`config.mk`:
```
export PLATFORM = sky130hd
export DESIGN_NAME = alu_req_arbiter
export DESIGN_NICKNAME = d
export VERILOG_FILES = /design/src/rtl/alu_req_arbiter.sv
export SDC_FILE = /design/constraint.sdc
export NUM_CORES = 1
export LEC_CHECK = 0
export ABC_AREA = 0
export ABC_CLOCK_PERIOD_IN_PS = 4300
export CELL_PAD_IN_SITES_DETAIL_PLACEMENT = 1
export CELL_PAD_IN_SITES_GLOBAL_PLACEMENT = 1
export CORE_MARGIN = 10
export CORE_UTILIZATION = 47
export CTS_CLUSTER_DIAMETER = 40
export CTS_CLUSTER_SIZE = 24
export DETAILED_ROUTE_END_ITERATION = 7
export DONT_BUFFER_PORTS = 1
export PLACE_DENSITY_LB_ADDON = 0.12
export SLEW_MARGIN = 20
export SYNTH_ARGS = -nofsm -noshare
export SYNTH_HDL_FRONTEND = slang
export SYNTH_SLANG_ARGS = --single-unit
export TNS_END_PERCENT = 30
```
`constraint.sdc`:
```
create_clock -name clk -period 4.3 [get_ports clk]
set_clock_uncertainty 0.2 [all_clocks]
set_input_delay 1.075 -clock clk [delete_from_list [all_inputs] [get_ports clk]]
set_output_delay 1.075 -clock clk [all_outputs]
set_load 0.02 [all_outputs]
```
`src/rtl/alu_req_arbiter.sv`:
```
// Round-robin arbiter sharing one multi-cycle ALU among NUM_REQ requesters.
// Define ALU_ARB_TIMEOUT_EN to compile in the RUN-state watchdog.
module alu_req_arbiter #(
  parameter int NUM_REQ        = 4,
  parameter int DATA_WIDTH     = 16,
  parameter int RESULT_WIDTH   = 32,
  parameter int TIMEOUT_CYCLES = 10
) (
  input  logic                          clk,
  input  logic                          rst_n,
  input  logic [NUM_REQ-1:0]            req_valid,
  input  logic [NUM_REQ*3-1:0]          req_op,
  input  logic [NUM_REQ*DATA_WIDTH-1:0] req_a,
  input  logic [NUM_REQ*DATA_WIDTH-1:0] req_b,
  output logic [NUM_REQ-1:0]            req_ready,
  output logic [NUM_REQ-1:0]            rsp_valid,
  output logic [RESULT_WIDTH-1:0]       rsp_result,
  output logic                          alu_start_op,
  output logic [2:0]                    alu_op_sel,
  output logic [DATA_WIDTH-1:0]         alu_a,
  output logic [DATA_WIDTH-1:0]         alu_b,
  input  logic [RESULT_WIDTH-1:0]       alu_result,
  input  logic                          alu_end_op,
  output logic                          busy,
  output logic                          timeout_err
);

  localparam int OWNER_W = (NUM_REQ > 1) ? $clog2(NUM_REQ) : 1;

  typedef enum logic [1:0] {
    ST_IDLE = 2'd0,
    ST_RUN  = 2'd1,
    ST_DONE = 2'd2
  } state_t;

  state_t                  state_reg;
  logic [OWNER_W-1:0]      owner_reg;
  logic [OWNER_W-1:0]      last_owner_reg;
  logic [2:0]              op_reg;
  logic [DATA_WIDTH-1:0]   a_reg;
  logic [DATA_WIDTH-1:0]   b_reg;
  logic [RESULT_WIDTH-1:0] result_reg;

  logic [OWNER_W-1:0]      grant_idx_next;
  logic [OWNER_W-1:0]      cand_idx;
  logic                    grant_found_next;
  logic                    grant_en;

  logic [2:0]              op_arr [NUM_REQ];
  logic [DATA_WIDTH-1:0]   a_arr  [NUM_REQ];
  logic [DATA_WIDTH-1:0]   b_arr  [NUM_REQ];

`ifdef ALU_ARB_TIMEOUT_EN
  localparam int WD_W = $clog2(TIMEOUT_CYCLES + 1);
  logic [WD_W-1:0] wd_cnt_reg;
  logic            timeout_reg;
`endif

  generate
    for (genvar gi = 0; gi < NUM_REQ; gi++) begin : g_req
      assign op_arr[gi]    = req_op[3*gi +: 3];
      assign a_arr[gi]     = req_a[DATA_WIDTH*gi +: DATA_WIDTH];
      assign b_arr[gi]     = req_b[DATA_WIDTH*gi +: DATA_WIDTH];
      assign req_ready[gi] = grant_en && (grant_idx_next == OWNER_W'(gi));
      assign rsp_valid[gi] = (state_reg == ST_DONE) && (owner_reg == OWNER_W'(gi));
    end
  endgenerate

  // Search starts just after the previous owner so every requester gets a turn.
  always_comb begin
    grant_found_next = 1'b0;
    grant_idx_next   = '0;
    cand_idx         = '0;
    for (int k = 1; k <= NUM_REQ; k++) begin
      cand_idx = OWNER_W'((int'(last_owner_reg) + k) % NUM_REQ);
      if (!grant_found_next && req_valid[cand_idx]) begin
        grant_found_next = 1'b1;
        grant_idx_next   = cand_idx;
      end
    end
  end

  // A lingering end_op in IDLE belongs to the previous operation, so it holds off the grant.
  assign grant_en = rst_n && (state_reg == ST_IDLE) && grant_found_next && !alu_end_op;

  always_ff @(posedge clk) begin
    if (!rst_n) begin
      state_reg      <= ST_IDLE;
      owner_reg      <= '0;
      last_owner_reg <= OWNER_W'(NUM_REQ - 1);
      op_reg         <= '0;
      a_reg          <= '0;
      b_reg          <= '0;
      result_reg     <= '0;
`ifdef ALU_ARB_TIMEOUT_EN
      wd_cnt_reg     <= '0;
      timeout_reg    <= 1'b0;
`endif
    end else begin
      case (state_reg)
        ST_IDLE: begin
          if (grant_en) begin
            owner_reg <= grant_idx_next;
            op_reg    <= op_arr[grant_idx_next];
            a_reg     <= a_arr[grant_idx_next];
            b_reg     <= b_arr[grant_idx_next];
            state_reg <= ST_RUN;
`ifdef ALU_ARB_TIMEOUT_EN
            wd_cnt_reg <= '0;
`endif
          end
        end
        ST_RUN: begin
          if (alu_end_op) begin
            result_reg <= alu_result;
            state_reg  <= ST_DONE;
          end
`ifdef ALU_ARB_TIMEOUT_EN
          // Give up on a hung ALU but still complete so the requester is released.
          else if (wd_cnt_reg == WD_W'(TIMEOUT_CYCLES - 1)) begin
            result_reg  <= '1;
            timeout_reg <= 1'b1;
            state_reg   <= ST_DONE;
          end else begin
            wd_cnt_reg <= wd_cnt_reg + 1'b1;
          end
`endif
        end
        ST_DONE: begin
          last_owner_reg <= owner_reg;
          state_reg      <= ST_IDLE;
        end
        default: state_reg <= ST_IDLE;
      endcase
    end
  end

  assign busy         = (state_reg != ST_IDLE);
  assign alu_start_op = (state_reg == ST_RUN);
  assign alu_op_sel   = alu_start_op ? op_reg : 3'b000;
  assign alu_a        = alu_start_op ? a_reg : '0;
  assign alu_b        = alu_start_op ? b_reg : '0;
  assign rsp_result   = result_reg;

`ifdef ALU_ARB_TIMEOUT_EN
  assign timeout_err = timeout_reg;
`else
  assign timeout_err = 1'b0;
`endif

endmodule

```
==> summary.md, run 1 <==
| Metric | Value |
|---|---|
| Rows | 34 |
| Synth cell types | 37 |
| Antenna violations before repair | 0 |
| First-pass GRT wire length | 21.0 mm |
| Largest net degree at the start of global routing | 75 |
| Synth Area in Simple Gates | 19.0% |
| Largest register FFs | 32 |
| Synth Flop Type | dfxtp_1 |
| Syn nets | 681 |
| GRT overflow | 0 |
| Final nets | 655 |
| EDFF count, synth | 0 |
| I/O pins | 257 |
| Worst Hold Endpoint | owner_reg[1]$_SDFFE_PN0P_ |
| Min Tclk post-route | 3.58 ns |
| Post-Syn Area per Cell | 8.48 um2 |
| Final Max Tran Viols | 0 |
| Post-CTS setup buffer count | 0 |
| Post-synthesis adder-cell area fraction | 0% |
| Register area share after synthesis | 34.3% |
| Static leakage | 0.00157 uW |
| #FFs+latches synth | 73 |
| Worst Max-Slew Pin Slew | 1.05 ns |
| Fmax | 0.280 GHz |
| FF-to-FF setup slack | 1.90 ns |
| Commonest non-fill, non-tap cell in the layout | nand2_1 |
| Final period utilization | 83.2% |
| Most frequent cells in the layout | nand2_1, dfxtp_1, a21boi_0 |
| Crit path max fanout | 17 |
| Crit. End Element | primary output |
| Final setup fails | 0 |
| Die footprint | 13300 um2 |
| Largest family of logic cells by synthesized area | compound AO/OA/AOI/OAI gates |
| CTS tree | built |
| TNS Setup | 0 ns |
| Worst EP required | 3.02 ns |
| Mux contribution to synthesized area | 8.47% |
| ANT nets after route | 0 |
| Hold Path Stages | 2 |
| Drt total wl | 14.2 mm |
| Worst-Skew Late Latency | 0.34 ns |
| Post-synthesis xor/xnor area fraction | 0% |
| DRC viols | 0 |
| Core Footprint | 8760 um2 |
| Syn Inst Count | 502 |
| CTS resizes | 0 |
| Layout cells sized above 1 | 7.69% |
| Post-DP HPWL | 11.0 mm |
| Starting Density | 48.6% |
| Max cap viols | 0 |
| Async set-reset flop share out of synthesis | 0% |
| # port buffers | 0 |
| Slew HR | 29.7% |
| Via density per instance | 6.14 |
| Die Y | 115 um |
| Hold_sp | owner_reg[1]$_SDFFE_PN0P_ |
| Leading area contributor after synthesis | dfxtp_1 |
| Clock-pin transition on the worst setup and hold timing paths | 0.08 ns |
| Outcome | finished, final reports clean |
| CTS H-tree depth | 3 |
| RSZ-0062 raised after global routing | false |
| Area fraction of the dominant cell type after synthesis | 34.3% |
| Clock root cell | clkbuf_8 |
| Top post-synthesis cells by area | dfxtp_1, nand2_1, mux2i_1 |
| Reg2reg path depth | 6 |
| Power per cell area | 372 nW/um2 |
| CP Class | primary input to primary output |
| Initial DRC count | 168 |
| Cts hold-fix bufs | 0 |
| FF-to-FF Start | state_reg[1]$_SDFFE_PN0P_ |
| # clock sinks | 73 |
| Max Root-Sink Buffers | 2 |
| GRT Resource Usage Total | 19.7% |
| Die X | 115 um |
| YS warnings | 0 |
| Vias | 3615 |
| CP Launch Type | primary input |
| Compound-Gate Fraction of Synth Area | 31.6% |
| Num CTS Buffers | 9 |
| Drt first pass iters | 4 |
| HP Class | flop to flop |
| Antenna diodes | 0 |
| GPL Wtd Cong | 0.799 |
| Hold Fails Final Rpt | 0 |
| Area delta synth->final | 4.70% |
| Fill count | 1033 |
| FF-to-FF End | b_reg[1]$_SDFFE_PN0P_ |
| Mapped Area | 4260 um2 |
| Number of global-route vias before repair | 3881 |
| Total power draw | 1660 uW |
| Routed len/inst | 24.2 um |
| Max VDD drop | 0.000157 V |
| Critical path data arrival time | 2.30 ns |
-- critical path, cell delays in order --
cell      delay (ns)
nor4b_2         0.30
a21boi_4        0.52
nand2_1         0.13
nor2_1          0.12
buf_4           0.15
-- cell type report --
| cell class | count | area, um2 | share of cell area, % |
|---|---|---|---|
| multi-input cells | 377 | 2540 | 57.1 |
| flip-flops and latches | 73 | 1460 | 32.8 |
| inverters | 6 | 22.5 | 0.505 |
| well taps | 108 | 135 | 3.03 |
| clock buffers | 9 | 124 | 2.78 |
| repair buffers | 9 | 67.6 | 1.52 |
| clock inverters | 7 | 101 | 2.27 |
-- cell usage after synthesis (4+ instances only) --
library cell / n
a21boi_0: 37
o21ai_0: 16
a221o_1: 32
clkbuf_1: 17
o2bb2ai_1: 31
and2_1: 38
nor2b_1: 5
inv_1: 6
o21a_1: 36
dfxtp_1: 73
buf_4: 4
nor2_1: 7
nand2_1: 110
and3_1: 4
buf_6: 6
buf_2: 18
mux2i_1: 36
-- power by group --
part | leakage [uW] | internal, uW | total (uW) | switching, uW
combinational | 0.000863 | 117 | 280 | 163
sequential | 0.000597 | 725 | 770 | 45.1
clock | 0.000106 | 332 | 609 | 277
total | 0.00157 | 1170 | 1660 | 485
-- metal layers --
metal / part of all wire (%) / GRT usage [%]
met4: 1.1 / 4.79
met1: 37 / 19.6
met3: 11 / 9.74
met5: 0 / 0
met2: 51 / 36.0
-- worst max-delay path by stage --
stage / start / endpoint / slack (ns) / cells past startpoint
finish: alu_end_op / req_ready[2] / 0.72 / 5
global route: alu_end_op / req_ready[2] / 0.55 / 5
CTS: alu_end_op / req_ready[2] / 0.71 / 5
detailed placement: alu_end_op / req_ready[2] / 0.73 / 5
global placement: alu_end_op / req_ready[2] / 0.72 / 5
floorplan: req_valid[3] / req_ready[2] / 0.78 / 7
-- through the flow --
| step | std cells | utilization [%] | area [um2] | hold slack, ns | worst slack, ns |
|---|---|---|---|---|---|
| after floorplan | 502 | - | 4260 | 0.278 | 0.776 |
| after global placement | 573 | 48.3 | 4230 | 0.329 | 0.723 |
| after detailed placement | 573 | 48.3 | 4230 | 0.342 | 0.726 |
| after CTS | 589 | 50.8 | 4450 | 0.360 | 0.711 |
| after global routing | 589 | 50.9 | 4460 | 0.400 | 0.554 |
| final | 589 | 50.9 | 4460 | 0.349 | 0.723 |
-- cell families (layout without fill, tap and decap cells) --
logic type | count (synthesis) | count (layout)
AOI/OAI and AO/OA | 165 | 165
other | 1 | 1
buffers and inverters | 52 | 31
DFF | 73 | 73
and+or+nand+nor | 175 | 175
muxes | 36 | 36
Power figures use the tool's default switching activity.
==> run 2, diff against run 1 <==
- ABC_CLOCK_PERIOD_IN_PS: 4300 -> 3800
- CORE_UTILIZATION: 47 -> 44
- clock period: 4.3 -> 3.8 ns (I/O delays scaled with it)
==> summary.md, run 2 (same netlist as run 1, synthesis figures left out) <==
| Metric | Value |
|---|---|
| Outcome | finished, final reports clean (unchanged) |
| Core Footprint | 9330 um2 (was 8760 um2) |
| Worst hold slack | 0.370 ns (was 0.349 ns) |
| Area delta synth->final | 5.20% (was 4.70%) |
| Commonest non-fill, non-tap cell in the layout | nand2_1 (unchanged) |
| Starting Density | 45.6% (was 48.6%) |
| Antenna violations before repair | 0 (unchanged) |
| Crit path max fanout | 15 (was 17) |
| Initial DRC count | 244 (was 168) |
| Routed len/inst | 23.7 um (was 24.2 um) |
| Buf/Inv on CP | 1 (unchanged) |
| Final setup fails | 0 (unchanged) |
| GRT Resource Usage Total | 19.4% (was 19.7%) |
| Vias | 3643 (was 3615) |
| Crit. End Element | primary output (unchanged) |
| Rows | 35 (was 34) |
| Layout cells sized above 1 | 7.45% (was 7.69%) |
| First-pass GRT wire length | 22.2 mm (was 21.0 mm) |
| Number of global-route vias before repair | 3879 (was 3881) |
| # clock sinks | 73 (unchanged) |
| Max cap viols | 0 (unchanged) |
| Die footprint | 14000 um2 (was 13300 um2) |
| CTS resizes | 0 (unchanged) |
| Most common cell on crit path | nand2_1 |
| Met1 wire length | 5.62 mm (was 5.28 mm) |
| Multi-input logic area | 2550 um2 (was 2540 um2) |
| CTS H-tree depth | 3 (unchanged) |
| HP Class | flop to flop (unchanged) |
| GPL Wtd Cong | 0.771 (was 0.799) |
| Clock root cell | clkbuf_8 (unchanged) |
| I/O pins | 257 (unchanged) |
| Die X | 118 um (was 115 um) |
| Final Max Tran Viols | 0 (unchanged) |
| DRC viols | 0 (unchanged) |
| Via density per instance | 5.95 (was 6.14) |
| Max VDD drop | 0.000175 V (was 0.000157 V) |
| Die Y | 118 um (was 115 um) |
| Drt total wl | 14.5 mm (was 14.2 mm) |
| # port buffers | 0 (unchanged) |
| FF-to-FF setup slack | 1.29 ns (was 1.90 ns) |
| Hold Fails Final Rpt | 0 (unchanged) |
| Slowest stage cell on the critical path | dfxtp_1 (was a21boi_4) |
| Detail Route met2 WL | 7.34 mm (was 7.29 mm) |
| ANT nets after route | 0 (unchanged) |
| Cts hold-fix bufs | 0 (unchanged) |
| Max Root-Sink Buffers | 2 (unchanged) |
| Critical path's largest stage delay | 0.67 ns (was 0.52 ns) |
| Reg area | 1460 um2 (unchanged) |
| Clock-pin transition on the worst setup and hold timing paths | 0.08 ns (about the same) |
| Worst Max-Slew Pin Slew | 0.795 ns (was 1.05 ns) |
| CP top delay family | flip-flops (was simple AND/OR/NAND/NOR gates) |
| Largest net degree at the start of global routing | 75 (unchanged) |
| Fmax | 0.321 GHz |
| CTS tree | built (unchanged) |
| Static leakage | 0.00157 uW (about the same) |
| Uppermost layer routed | met4 (unchanged) |
| CP Launch Type | flop (was primary input) |
| GRT overflow | 0 (unchanged) |
| Largest register FFs | 32 (unchanged) |
| Power per cell area | 402 nW/um2 (was 372 nW/um2) |
| Slew HR | 46.9% (was 29.7%) |
| Antenna diodes | 0 (unchanged) |
| Metal3 WL | 1.27 mm (was 1.52 mm) |
| TNS Setup | 0 ns (unchanged) |
| Num CTS Buffers | 9 (unchanged) |
| Post-CTS setup buffer count | 0 (unchanged) |
| Worst-Skew Late Latency | 0.35 ns (was 0.34 ns) |
| Worst EP required | 2.65 ns (was 3.02 ns) |
| Critical path data arrival time | 1.97 ns (was 2.30 ns) |
| CP Cell Sequence | nand2_1 > a221oi_4 > nand2_1 > nor2_1 > buf_4 (was nor4b_2 > a21boi_4 > nand2_1 > nor2_1 > buf_4) |
| Final period utilization | 82.0% |
| CP Class | flop to primary output (was primary input to primary output) |
| Fill count | 1129 (was 1033) |
| Post-DP HPWL | 11.3 mm (was 11.0 mm) |
| Most frequent cells in the layout | nand2_1, dfxtp_1, and2_1 (was nand2_1, dfxtp_1, a21boi_0) |
| Min Tclk post-route | 3.12 ns |
| RSZ-0062 raised after global routing | false (unchanged) |
| Final nets | 657 (was 655) |
| Drt first pass iters | 4 (unchanged) |
| Post-layout util | 48.0% (was 50.9%) |
## run 2: path summary, 6_finish.rpt
path / start / end / depth (start not counted)
worst max-delay path: last_owner_reg[1]$_SDFFE_PN1P_ / req_ready[2] / 5
worst min-delay path: rsp_result[15]$_SDFFE_PN0P_ / rsp_result[15]$_SDFFE_PN0P_ / 2
worst max register to register: last_owner_reg[1]$_SDFFE_PN1P_ / b_reg[1]$_SDFFE_PN0P_ / 6
worst min register to register: rsp_result[15]$_SDFFE_PN0P_ / rsp_result[15]$_SDFFE_PN0P_ / 2
## run 2: stage by stage
| step | instance area (um2) | total power [uW] | std cells | setup slack, ns |
|---|---|---|---|---|
| after floorplan | 4260 | 1160 | 502 | 0.526 |
| after global routing | 4480 | 1900 | 612 | 0.495 |
| after global placement | 4270 | 1200 | 595 | 0.754 |
| final | 4480 | 1800 | 612 | 0.682 |
| after CTS | 4480 | 1830 | 612 | 0.650 |
| after detailed placement | 4280 | 1220 | 596 | 0.703 |
## run 2: layout make-up
cell class              instances  area share [%]
flip-flops and latches         73            32.6
inverters                       6           0.503
well taps                     129            3.60
multi-input cells             377            56.9
repair buffers                 11            2.01
clock buffers                  10            2.85
clock inverters                 6            1.51
## run 2: routing by layer
layer | track usage (%) | vias to the layer above
li1 | - | 1738
met1 | 20.7 | 1719
met2 | 34.5 | 169
met3 | 7.23 | 17
met4 | 6.18 | 0
met5 | 0 | -
## run 2: where the power goes
part / internal (uW) / switching [uW] / total (uW) / leakage, uW
clock: 306 / 302 / 608 / 0.0000929
sequential: 820 / 51.0 / 871 / 0.000597
combinational: 135 / 185 / 320 / 0.000875
total: 1260 / 538 / 1800 / 0.00157
## run 2: worst register-to-register path, stage by stage, from the launching register on
cell and delay, ns:
dfxtp_1 0.67, nand2b_1 0.18, a21oi_1 0.10, o221ai_4 0.24
buf_4 0.54, mux2i_1 0.34, o21ai_0 0.12
